--- src/rtl/mips_chk_pkg.sv ---
// Shared types for the MIPS store checker: FSM states and verdict codes.
package mips_chk_pkg;

  typedef enum logic [2:0] {
    CHK_IDLE    = 3'd0,
    CHK_RUN     = 3'd1,
    CHK_PASS    = 3'd2,
    CHK_FAIL    = 3'd3,
    CHK_TIMEOUT = 3'd4
  } chk_state_e;

  localparam logic [1:0] VERDICT_NONE    = 2'd0;
  localparam logic [1:0] VERDICT_PASS    = 2'd1;
  localparam logic [1:0] VERDICT_FAIL    = 2'd2;
  localparam logic [1:0] VERDICT_TIMEOUT = 2'd3;

  // Terminal state reached for a given verdict code.
  function automatic chk_state_e verdict_state(input logic [1:0] verdict);
    case (verdict)
      VERDICT_PASS:    return CHK_PASS;
      VERDICT_FAIL:    return CHK_FAIL;
      VERDICT_TIMEOUT: return CHK_TIMEOUT;
      default:         return CHK_RUN;
    endcase
  endfunction

endpackage

--- src/rtl/chk_expect_table.sv ---
// Expected-store table: one synchronous write port, two combinational reads
// (the entry being matched next and the last valid entry).
module chk_expect_table
  import mips_chk_pkg::*;
#(
  parameter int unsigned WIDTH = 32,
  parameter int unsigned DEPTH = 8
) (
  input  logic                     clk,
  input  logic                     wr_en,
  input  logic [$clog2(DEPTH)-1:0] wr_idx,
  input  logic [WIDTH-1:0]         wr_addr,
  input  logic [WIDTH-1:0]         wr_data,
  input  logic                     wr_dc,
  input  logic [$clog2(DEPTH)-1:0] cur_idx,
  output logic [WIDTH-1:0]         cur_addr_c,
  output logic [WIDTH-1:0]         cur_data_c,
  output logic                     cur_dc_c,
  input  logic [$clog2(DEPTH)-1:0] last_idx,
  output logic [WIDTH-1:0]         last_addr_c
);

  localparam int unsigned ENT_W = 2 * WIDTH + 1;

  // Entry layout: {dc, addr, data}. Contents survive reset on purpose.
  logic [ENT_W-1:0] mem_q [DEPTH];
  logic [ENT_W-1:0] mem_d [DEPTH];

  always_comb begin
    mem_d = mem_q;
    if (wr_en) begin
      mem_d[wr_idx] = {wr_dc, wr_addr, wr_data};
    end
  end

  always_ff @(posedge clk) begin
    mem_q <= mem_d;
  end

  assign cur_dc_c    = mem_q[cur_idx][ENT_W-1];
  assign cur_addr_c  = mem_q[cur_idx][2*WIDTH-1:WIDTH];
  assign cur_data_c  = mem_q[cur_idx][WIDTH-1:0];
  assign last_addr_c = mem_q[last_idx][2*WIDTH-1:WIDTH];

endmodule

--- config.mk ---
export PLATFORM = sky130hd
export DESIGN_NAME = chk_expect_table
export DESIGN_NICKNAME = d
export VERILOG_FILES = /design/src/rtl/mips_chk_pkg.sv /design/src/rtl/chk_expect_table.sv
export SDC_FILE = /design/constraint.sdc
export NUM_CORES = 1
export LEC_CHECK = 0
export CAP_MARGIN = 20
export CELL_PAD_IN_SITES_DETAIL_PLACEMENT = 1
export CELL_PAD_IN_SITES_GLOBAL_PLACEMENT = 1
export CORE_UTILIZATION = 30
export CTS_CLUSTER_SIZE = 24
export DETAILED_ROUTE_END_ITERATION = 7
export PLACE_DENSITY_LB_ADDON = 0.1
export SYNTH_ARGS = -nofsm -noshare
export SYNTH_HDL_FRONTEND = slang
export SYNTH_SLANG_ARGS = --single-unit
--- constraint.sdc ---
create_clock -name clk -period 8.05 [get_ports clk]
set_clock_uncertainty 0.2 [all_clocks]
set_input_delay 1.2075 -clock clk [delete_from_list [all_inputs] [get_ports clk]]
set_output_delay 1.2075 -clock clk [all_outputs]
set_load 0.005 [all_outputs]
==> results of run 1 <==
==> worst max-delay path by stage <==
stage | cells after the start | end | from
2_1_floorplan | 2 | mem_q[455]$_DFFE_PP_ | wr_idx[1]
3_3_place_gp | 5 | cur_data_c[6] | cur_idx[0]
3_5_place_dp | 5 | cur_data_c[6] | cur_idx[0]
4_1_cts | 5 | cur_data_c[6] | cur_idx[0]
5_1_grt | 5 | cur_data_c[8] | cur_idx[0]
6_report | 5 | cur_data_c[6] | cur_idx[0]
==> kinds of logic (layout without fill, tap and decap cells) <==
group	Yosys count	after routing	synth area share [%]
buf+inv	54	305	1.40
simple gates	13	13	0.274
mux	291	291	25.5
flops	520	520	72.9
==> area by class of cell <==
class / instances / share of cell area, %
multi-input cells: 304 / 21.3
repair buffers: 198 / 7.29
clock buffers: 68 / 5.77
clock inverters: 39 / 1.43
flip-flops and latches: 520 / 59.7
well taps: 940 / 4.50
==> synth_stat cells <==
cell | count | area share, %
mux2_2 | 97 | 5.1
edfxtp_1 | 520 | 73
clkbuf_1 | 25 | 0.44
nor2_1 | 6 | 0.11
mux4_2 | 194 | 20
buf_6 | 11 | 0.58
nand2b_1 | 3 | 0.088
nor3_1 | 2 | 0.047
buf_2 | 11 | 0.26
nand2_1 | 2 | 0.035
buf_1 | 7 | 0.12
==> layer usage <==
metal / routed length (um) / track usage, %
met1: 23900 / 19.9
met2: 25500 / 23.7
met3: 2440 / 3.63
met4: 932 / 3.56
met5: 86 / 0
==> power by group through the flow <==
stage               Clock [mW]  Combinational [mW]  Sequential [mW]
floorplan                    0               0.269             3.15
global placement             0               0.535             3.15
detailed placement           0               0.535             3.16
CTS                       2.71               0.538             3.10
global route              2.81               0.560             3.11
finish                    2.61               0.519             3.10
==> stage by stage <==
step	instances	setup WS, ns	util [%]
2_1_floorplan	878	1.48	-
3_3_place_gp	1962	2.65	34.5
3_5_place_dp	1962	2.65	34.5
4_1_cts	2069	2.66	37.2
5_1_grt	2069	2.51	37.2
6_report	2069	2.77	37.2
==> metrics.txt, run 1 <==
# TYPE chip_impl_metric gauge
chip_impl_metric{name="viasPerCell",unit=""} 4.84
chip_impl_metric{name="place.detailed.hpwl",unit="um"} 28800
chip_impl_metric{name="ys_ff_latch",unit=""} 520
chip_impl_metric{name="drv.max_cap_violation_count",unit=""} 0
chip_impl_metric{name="synthesis.nets",unit=""} 954
chip_impl_metric{name="post-route-drc-count",unit=""} 0
chip_impl_info{name="crit_path_end_kind",value="output pin"} 1
chip_impl_metric{name="slew_viol_final",unit=""} 0
chip_impl_metric{name="ctsHoldBuffers",unit=""} 0
chip_impl_metric{name="globalRouteTotalUtil",unit="%"} 14.7
chip_impl_info{name="startpoint_type",value="input pin"} 1
chip_impl_metric{name="seq_area_frac_synth",unit="%"} 72.9
chip_impl_metric{name="post-route-cell-area",unit="sq mm"} 0.0262
chip_impl_metric{name="fp.coreArea",unit="sq mm"} 0.0704
chip_impl_metric{name="die-area",unit="sq mm"} 0.0725
chip_impl_metric{name="cts-root-to-sink-buffers",unit=""} 3
chip_impl_info{name="worstHoldPathType",value="in2reg"} 1
chip_impl_metric{name="iter_0_drt_violations",unit=""} 448
chip_impl_info{name="crit_path_cell_trace",value="buf_8 > buf_4 > mux4_2 > mux2_2 > clkdlybuf4s50_1"} 1
chip_impl_metric{name="first_global_vias",unit=""} 11300
chip_impl_metric{name="cp_slowest_stage_delay",unit="ns"} 0.64
chip_impl_metric{name="largest_register_ffs",unit=""} 520
chip_impl_info{name="cts_root_buf",value="clkbuf_16"} 1
chip_impl_metric{name="final_layout_size_suffix_gt1_share",unit="%"} 37.0
chip_impl_metric{name="diodes",unit=""} 0
chip_impl_metric{name="h-tree-depth",unit=""} 2
chip_impl_metric{name="netlist-cell-type-count",unit=""} 11
chip_impl_metric{name="fin_setup_tns",unit="ns"} 0
chip_impl_info{name="most_common_cell_after_layout_fill_and_taps_aside",value="edfxtp_1"} 1
chip_impl_metric{name="grt_overflow",unit=""} 0
chip_impl_metric{name="period_share",unit="%"} 65.6
chip_impl_metric{name="synth_cells",unit=""} 878
chip_impl_metric{name="p_int",unit="mW"} 4.92
chip_impl_metric{name="grt_first_pass_wirelength",unit="um"} 78000
chip_impl_metric{name="hold_viol_final",unit=""} 0
chip_impl_metric{name="first_pass_iters",unit=""} 4
chip_impl_info{name="largest_registers",value="mem_q (520)"} 1
chip_impl_info{name="timing.critical_path.max_delay_family",value="buffers and inverters"} 1
chip_impl_metric{name="antenna_left",unit=""} 0
chip_impl_metric{name="finalSetupViolCount",unit=""} 0
chip_impl_metric{name="die_x",unit="um"} 269
chip_impl_metric{name="design.portCount",unit=""} 173
chip_impl_metric{name="routed_wirelength",unit="um"} 52900
chip_impl_metric{name="pwr_density_cell",unit="mW/mm^2"} 238
chip_impl_metric{name="slew_headroom",unit="%"} 34.8
chip_impl_metric{name="initial_core_utilization",unit="%"} 30.4
chip_impl_metric{name="detail_route.wl_per_cell",unit="um"} 25.6
chip_impl_metric{name="ir_drop",unit="V"} 0.000146
chip_impl_metric{name="post-layout-total-power",unit="mW"} 6.23
chip_impl_metric{name="timing.critical_path.buf_inv",unit=""} 3
chip_impl_info{name="holdPathEnd",value="mem_q[140]$_DFFE_PP_"} 1
chip_impl_metric{name="fmaxAchievable",unit="MHz"} 189
chip_impl_metric{name="num_vias",unit=""} 10000
chip_impl_metric{name="arrival",unit="ns"} 3.87
chip_impl_metric{name="power.switching",unit="mW"} 1.31
chip_impl_info{name="cts_tree",value="built"} 1
chip_impl_metric{name="detailed_place.area",unit="sq mm"} 0.0243
chip_impl_metric{name="die_h",unit="um"} 269
chip_impl_metric{name="power.combinational.fraction",unit="%"} 8.3
chip_impl_metric{name="post-cts-setup-buffer-count",unit=""} 0
chip_impl_metric{name="grt_max_degree",unit=""} 75
chip_impl_metric{name="worst-endpoint-required",unit="ns"} 6.64
chip_impl_metric{name="worstPathMaxFanout",unit=""} 74
chip_impl_metric{name="fin_nets",unit=""} 1158
chip_impl_info{name="cpMaxStageDelayCell",value="buf_8"} 1
chip_impl_metric{name="sequential_cell_area",unit="sq mm"} 0.0156
chip_impl_metric{name="gpl.final_weighted_congestion",unit=""} 0.680
chip_impl_metric{name="tightestPinTransition",unit="ns"} 0.977
chip_impl_info{name="worstSetupPathType",value="in2out"} 1
chip_impl_metric{name="cts_num_sinks",unit=""} 520
chip_impl_metric{name="clock_buffers_created_by_tritoncts",unit=""} 58
chip_impl_metric{name="syn-mean-instance-area",unit="sq um"} 24.4
chip_impl_metric{name="post_synth_instance_area",unit="sq mm"} 0.0214
chip_impl_metric{name="period_minus_ws_final",unit="ns"} 5.28
chip_impl_metric{name="final.fill_count",unit=""} 6733
chip_impl_metric{name="power_leakage",unit="nW"} 8.11
chip_impl_metric{name="holdPathStages",unit=""} 1
chip_impl_metric{name="cts.reportedPaths.clkPinSlew",unit="ns"} 0.06
chip_impl_info{name="unrepaired_setup_endpoints_after_global_routing",value="false"} 1
chip_impl_metric{name="antenna_violations_before_repair",unit=""} 7
chip_impl_info{name="largest_register",value="mem_q"} 1
chip_impl_metric{name="post_cts_resize_count",unit=""} 0
chip_impl_metric{name="placement_rows",unit=""} 97
chip_impl_metric{name="seq_power_share",unit="%"} 49.7
chip_impl_metric{name="yosys_warnings",unit=""} 0
chip_impl_info{name="run_status",value="finished, final reports clean"} 1
chip_impl_metric{name="io_buffers",unit=""} 172
chip_impl_metric{name="power.share.switching",unit="%"} 21.1
chip_impl_info{name="holdCritStartpoint",value="wr_data[10]"} 1
chip_impl_metric{name="finalHoldWorstSlack",unit="ns"} 1.14
chip_impl_metric{name="area.growth.synth_to_final",unit="%"} 22.0
chip_impl_info{name="layout.cells.most_common_list",value="edfxtp_1 (520), mux4_2 (194), clkdlybuf4s50_1 (166), mux2_2 (97), clkbuf_16 (59)"} 1
chip_impl_metric{name="power.clock.fraction",unit="%"} 41.9
chip_impl_metric{name="multi_input_area",unit="sq mm"} 0.00558
Power figures use the tool's default switching activity.
==> run 2, diff against run 1 <==
==> constraint.sdc (replaced) <==
create_clock -name clk -period 5.32 [get_ports clk]
set_clock_uncertainty 0.2 [all_clocks]
set_input_delay 0.798 -clock clk [delete_from_list [all_inputs] [get_ports clk]]
set_output_delay 0.798 -clock clk [all_outputs]
set_load 0.005 [all_outputs]
==> run 2 against run 1 <==
  * Clock power is 57% higher
  * Sequential share of layout area down 0.69 points
  * Global-route usage grew 0.19 points
  * Critical path depth did not move
  * Critical endpoint is now cur_data_c[25]
==> metrics.txt, run 2 (synthesis results as in run 1) <==
# TYPE chip_impl_metric gauge
chip_impl_info{name="largest_registers",value="mem_q (520)"} 1
chip_impl_metric{name="post-route-drc-count",unit=""} 0
chip_impl_metric{name="hold_viol_final",unit=""} 0
chip_impl_metric{name="die-area",unit="sq mm"} 0.0725
chip_impl_metric{name="grt_overflow",unit=""} 0
chip_impl_info{name="largest_register",value="mem_q"} 1
chip_impl_metric{name="place.detailed.hpwl",unit="um"} 29200
chip_impl_info{name="timing.critical_path.max_delay_family",value="buffers and inverters"} 1
chip_impl_metric{name="post_cts_resize_count",unit=""} 0
chip_impl_metric{name="power.combinational.fraction",unit="%"} 8.4
chip_impl_metric{name="gpl.final_weighted_congestion",unit=""} 0.680
chip_impl_metric{name="iter_0_drt_violations",unit=""} 580
chip_impl_metric{name="antenna_left",unit=""} 0
chip_impl_metric{name="drv.max_cap_violation_count",unit=""} 0
chip_impl_metric{name="clock_buffers_created_by_tritoncts",unit=""} 58
chip_impl_metric{name="routed_wirelength",unit="um"} 53400
chip_impl_metric{name="area.growth.synth_to_final",unit="%"} 23.5
chip_impl_metric{name="fp.coreArea",unit="sq mm"} 0.0704
chip_impl_info{name="run_status",value="finished, final reports clean"} 1
chip_impl_metric{name="fin_nets",unit=""} 1160
chip_impl_metric{name="fin_setup_tns",unit="ns"} 0
chip_impl_metric{name="worst-endpoint-required",unit="ns"} 4.32
chip_impl_metric{name="power.clock.fraction",unit="%"} 42.7
chip_impl_info{name="unrepaired_setup_endpoints_after_global_routing",value="false"} 1
chip_impl_metric{name="num_vias",unit=""} 10000
chip_impl_metric{name="grt_max_degree",unit=""} 66
chip_impl_metric{name="die_h",unit="um"} 269
chip_impl_metric{name="fin_ws",unit="ns"} 1.40
chip_impl_metric{name="fmaxAchievable",unit="MHz"} 255
chip_impl_info{name="cts_tree",value="built"} 1
chip_impl_metric{name="die_x",unit="um"} 269
chip_impl_metric{name="power_leakage",unit="nW"} 8.21
chip_impl_metric{name="timing.critical_path.depth",unit=""} 5
chip_impl_info{name="crit_path_cell_trace",value="clkbuf_8 > buf_4 > mux4_2 > mux2_2 > clkdlybuf4s50_1"} 1
chip_impl_metric{name="pwr_density_cell",unit="mW/mm^2"} 363
chip_impl_metric{name="h-tree-depth",unit=""} 2
chip_impl_metric{name="period_minus_ws_final",unit="ns"} 3.92
chip_impl_metric{name="viasPerCell",unit=""} 4.83
chip_impl_metric{name="first_global_vias",unit=""} 11400
chip_impl_metric{name="design.portCount",unit=""} 173
chip_impl_metric{name="detail_route.wl_per_cell",unit="um"} 25.8
chip_impl_metric{name="ir_drop",unit="V"} 0.000230
chip_impl_metric{name="power.switching",unit="mW"} 2.04
chip_impl_metric{name="grt_first_pass_wirelength",unit="um"} 79200
chip_impl_metric{name="cp_slowest_stage_delay",unit="ns"} 0.56
chip_impl_metric{name="slew_viol_final",unit=""} 0
chip_impl_info{name="worstHoldPathType",value="in2reg"} 1
chip_impl_metric{name="power.share.switching",unit="%"} 21.2
chip_impl_info{name="layout.cells.most_common_list",value="edfxtp_1 (520), mux4_2 (194), clkdlybuf4s50_1 (166), mux2_2 (97), clkbuf_16 (59)"} 1
chip_impl_metric{name="worstPathMaxFanout",unit=""} 22
chip_impl_metric{name="cts_num_sinks",unit=""} 520
chip_impl_metric{name="cts-root-to-sink-buffers",unit=""} 3
chip_impl_metric{name="p_int",unit="mW"} 7.56
chip_impl_metric{name="final.fill_count",unit=""} 6694
chip_impl_metric{name="cts.reportedPaths.clkPinSlew",unit="ns"} 0.06
chip_impl_metric{name="io_buffers",unit=""} 172
chip_impl_info{name="crit_path_end_kind",value="output pin"} 1
chip_impl_info{name="cpMaxStageDelayCell",value="mux4_2"} 1
chip_impl_info{name="startpoint_type",value="input pin"} 1
chip_impl_info{name="cts_root_buf",value="clkbuf_16"} 1
chip_impl_metric{name="slew_headroom",unit="%"} 29.8
chip_impl_metric{name="ctsHoldBuffers",unit=""} 0
chip_impl_metric{name="period_share",unit="%"} 73.7
chip_impl_metric{name="post-layout-total-power",unit="mW"} 9.60
chip_impl_metric{name="tightestPinTransition",unit="ns"} 1.05
chip_impl_metric{name="largest_register_ffs",unit=""} 520
chip_impl_metric{name="dpl_worst_slack",unit="ns"} 1.32
chip_impl_info{name="worstSetupPathType",value="in2out"} 1
chip_impl_metric{name="antenna_violations_before_repair",unit=""} 7
chip_impl_metric{name="initial_core_utilization",unit="%"} 30.4
chip_impl_metric{name="arrival",unit="ns"} 2.92
chip_impl_metric{name="diodes",unit=""} 0
chip_impl_metric{name="seq_power_share",unit="%"} 48.9
chip_impl_metric{name="final_layout_size_suffix_gt1_share",unit="%"} 37.5
chip_impl_info{name="setup.worst_path.start",value="cur_idx[0]"} 1
chip_impl_metric{name="finalHoldWorstSlack",unit="ns"} 0.714
chip_impl_info{name="critical_path.endpoint",value="cur_data_c[25]"} 1
chip_impl_metric{name="placement_rows",unit=""} 97
chip_impl_metric{name="first_pass_iters",unit=""} 4
chip_impl_metric{name="holdPathStages",unit=""} 1
chip_impl_metric{name="timing.critical_path.buf_inv",unit=""} 3
chip_impl_metric{name="globalRouteTotalUtil",unit="%"} 14.9
chip_impl_metric{name="post-cts-setup-buffer-count",unit=""} 0
chip_impl_info{name="most_common_cell_after_layout_fill_and_taps_aside",value="edfxtp_1"} 1
chip_impl_metric{name="finalSetupViolCount",unit=""} 0
-- run 2: cell types whose count changed in the layout (fill, tap and decap cells not counted), sizes merged --
cell / before / now
inv: 2 / 0
bufinv: 7 / 9
clkbuf: 68 / 67
buf: 32 / 33
clkinv: 27 / 30
clkinvlp: 3 / 4
-- run 2: metal layers --
metal,vias to the layer above,share of wire (%),GRT usage (%)
met3,91,4.2,3.28
li1,4279,-,-
met4,14,1.9,3.60
met1,5450,46,20.5
met2,183,48,23.9
met5,-,0.15,0
-- run 2: through the flow --
stage | cell area [sq um] | std cells | utilization, %
2_1_floorplan | 21400 | 878 | -
3_3_place_gp | 24500 | 1963 | 34.8
3_5_place_dp | 24500 | 1964 | 34.8
4_1_cts | 26500 | 2073 | 37.6
5_1_grt | 26500 | 2073 | 37.6
6_report | 26500 | 2073 | 37.6
-- run 2: layout make-up --
cell class                 count  area (sq um)  area share, %
clock buffer                  66          1500           5.68
tap                          940          1180           4.44
multi-input combinational    304          5590           21.1
clock inverter                43           468           1.77
timing repair buffer         200          2120           8.00
sequential                   520         15600           59.0
-- run 2: worst min path at each step --
| stage | startpoint | to | slack (ns) |
|---|---|---|---|
| floorplan | wr_data[0] | mem_q[0]$_DFFE_PP_ | 0.70 |
| global placement | wr_data[5] | mem_q[200]$_DFFE_PP_ | 1.34 |
| detailed placement | wr_addr[22] | mem_q[314]$_DFFE_PP_ | 1.35 |
| CTS | wr_addr[4] | mem_q[166]$_DFFE_PP_ | 0.68 |
| global route | wr_addr[4] | mem_q[101]$_DFFE_PP_ | 0.69 |
| finish | wr_addr[22] | mem_q[314]$_DFFE_PP_ | 0.71 |
-- run 2: power groups by stage --
| stage | registers (mW) | clock network, mW | logic, mW |
|---|---|---|---|
| final | 4.69 | 4.10 | 0.805 |
| after global routing | 4.70 | 4.38 | 0.868 |
| after CTS | 4.69 | 4.24 | 0.836 |
| after detailed placement | 4.78 | 0 | 0.832 |
| after global placement | 4.77 | 0 | 0.830 |
| after floorplan | 4.77 | 0 | 0.408 |
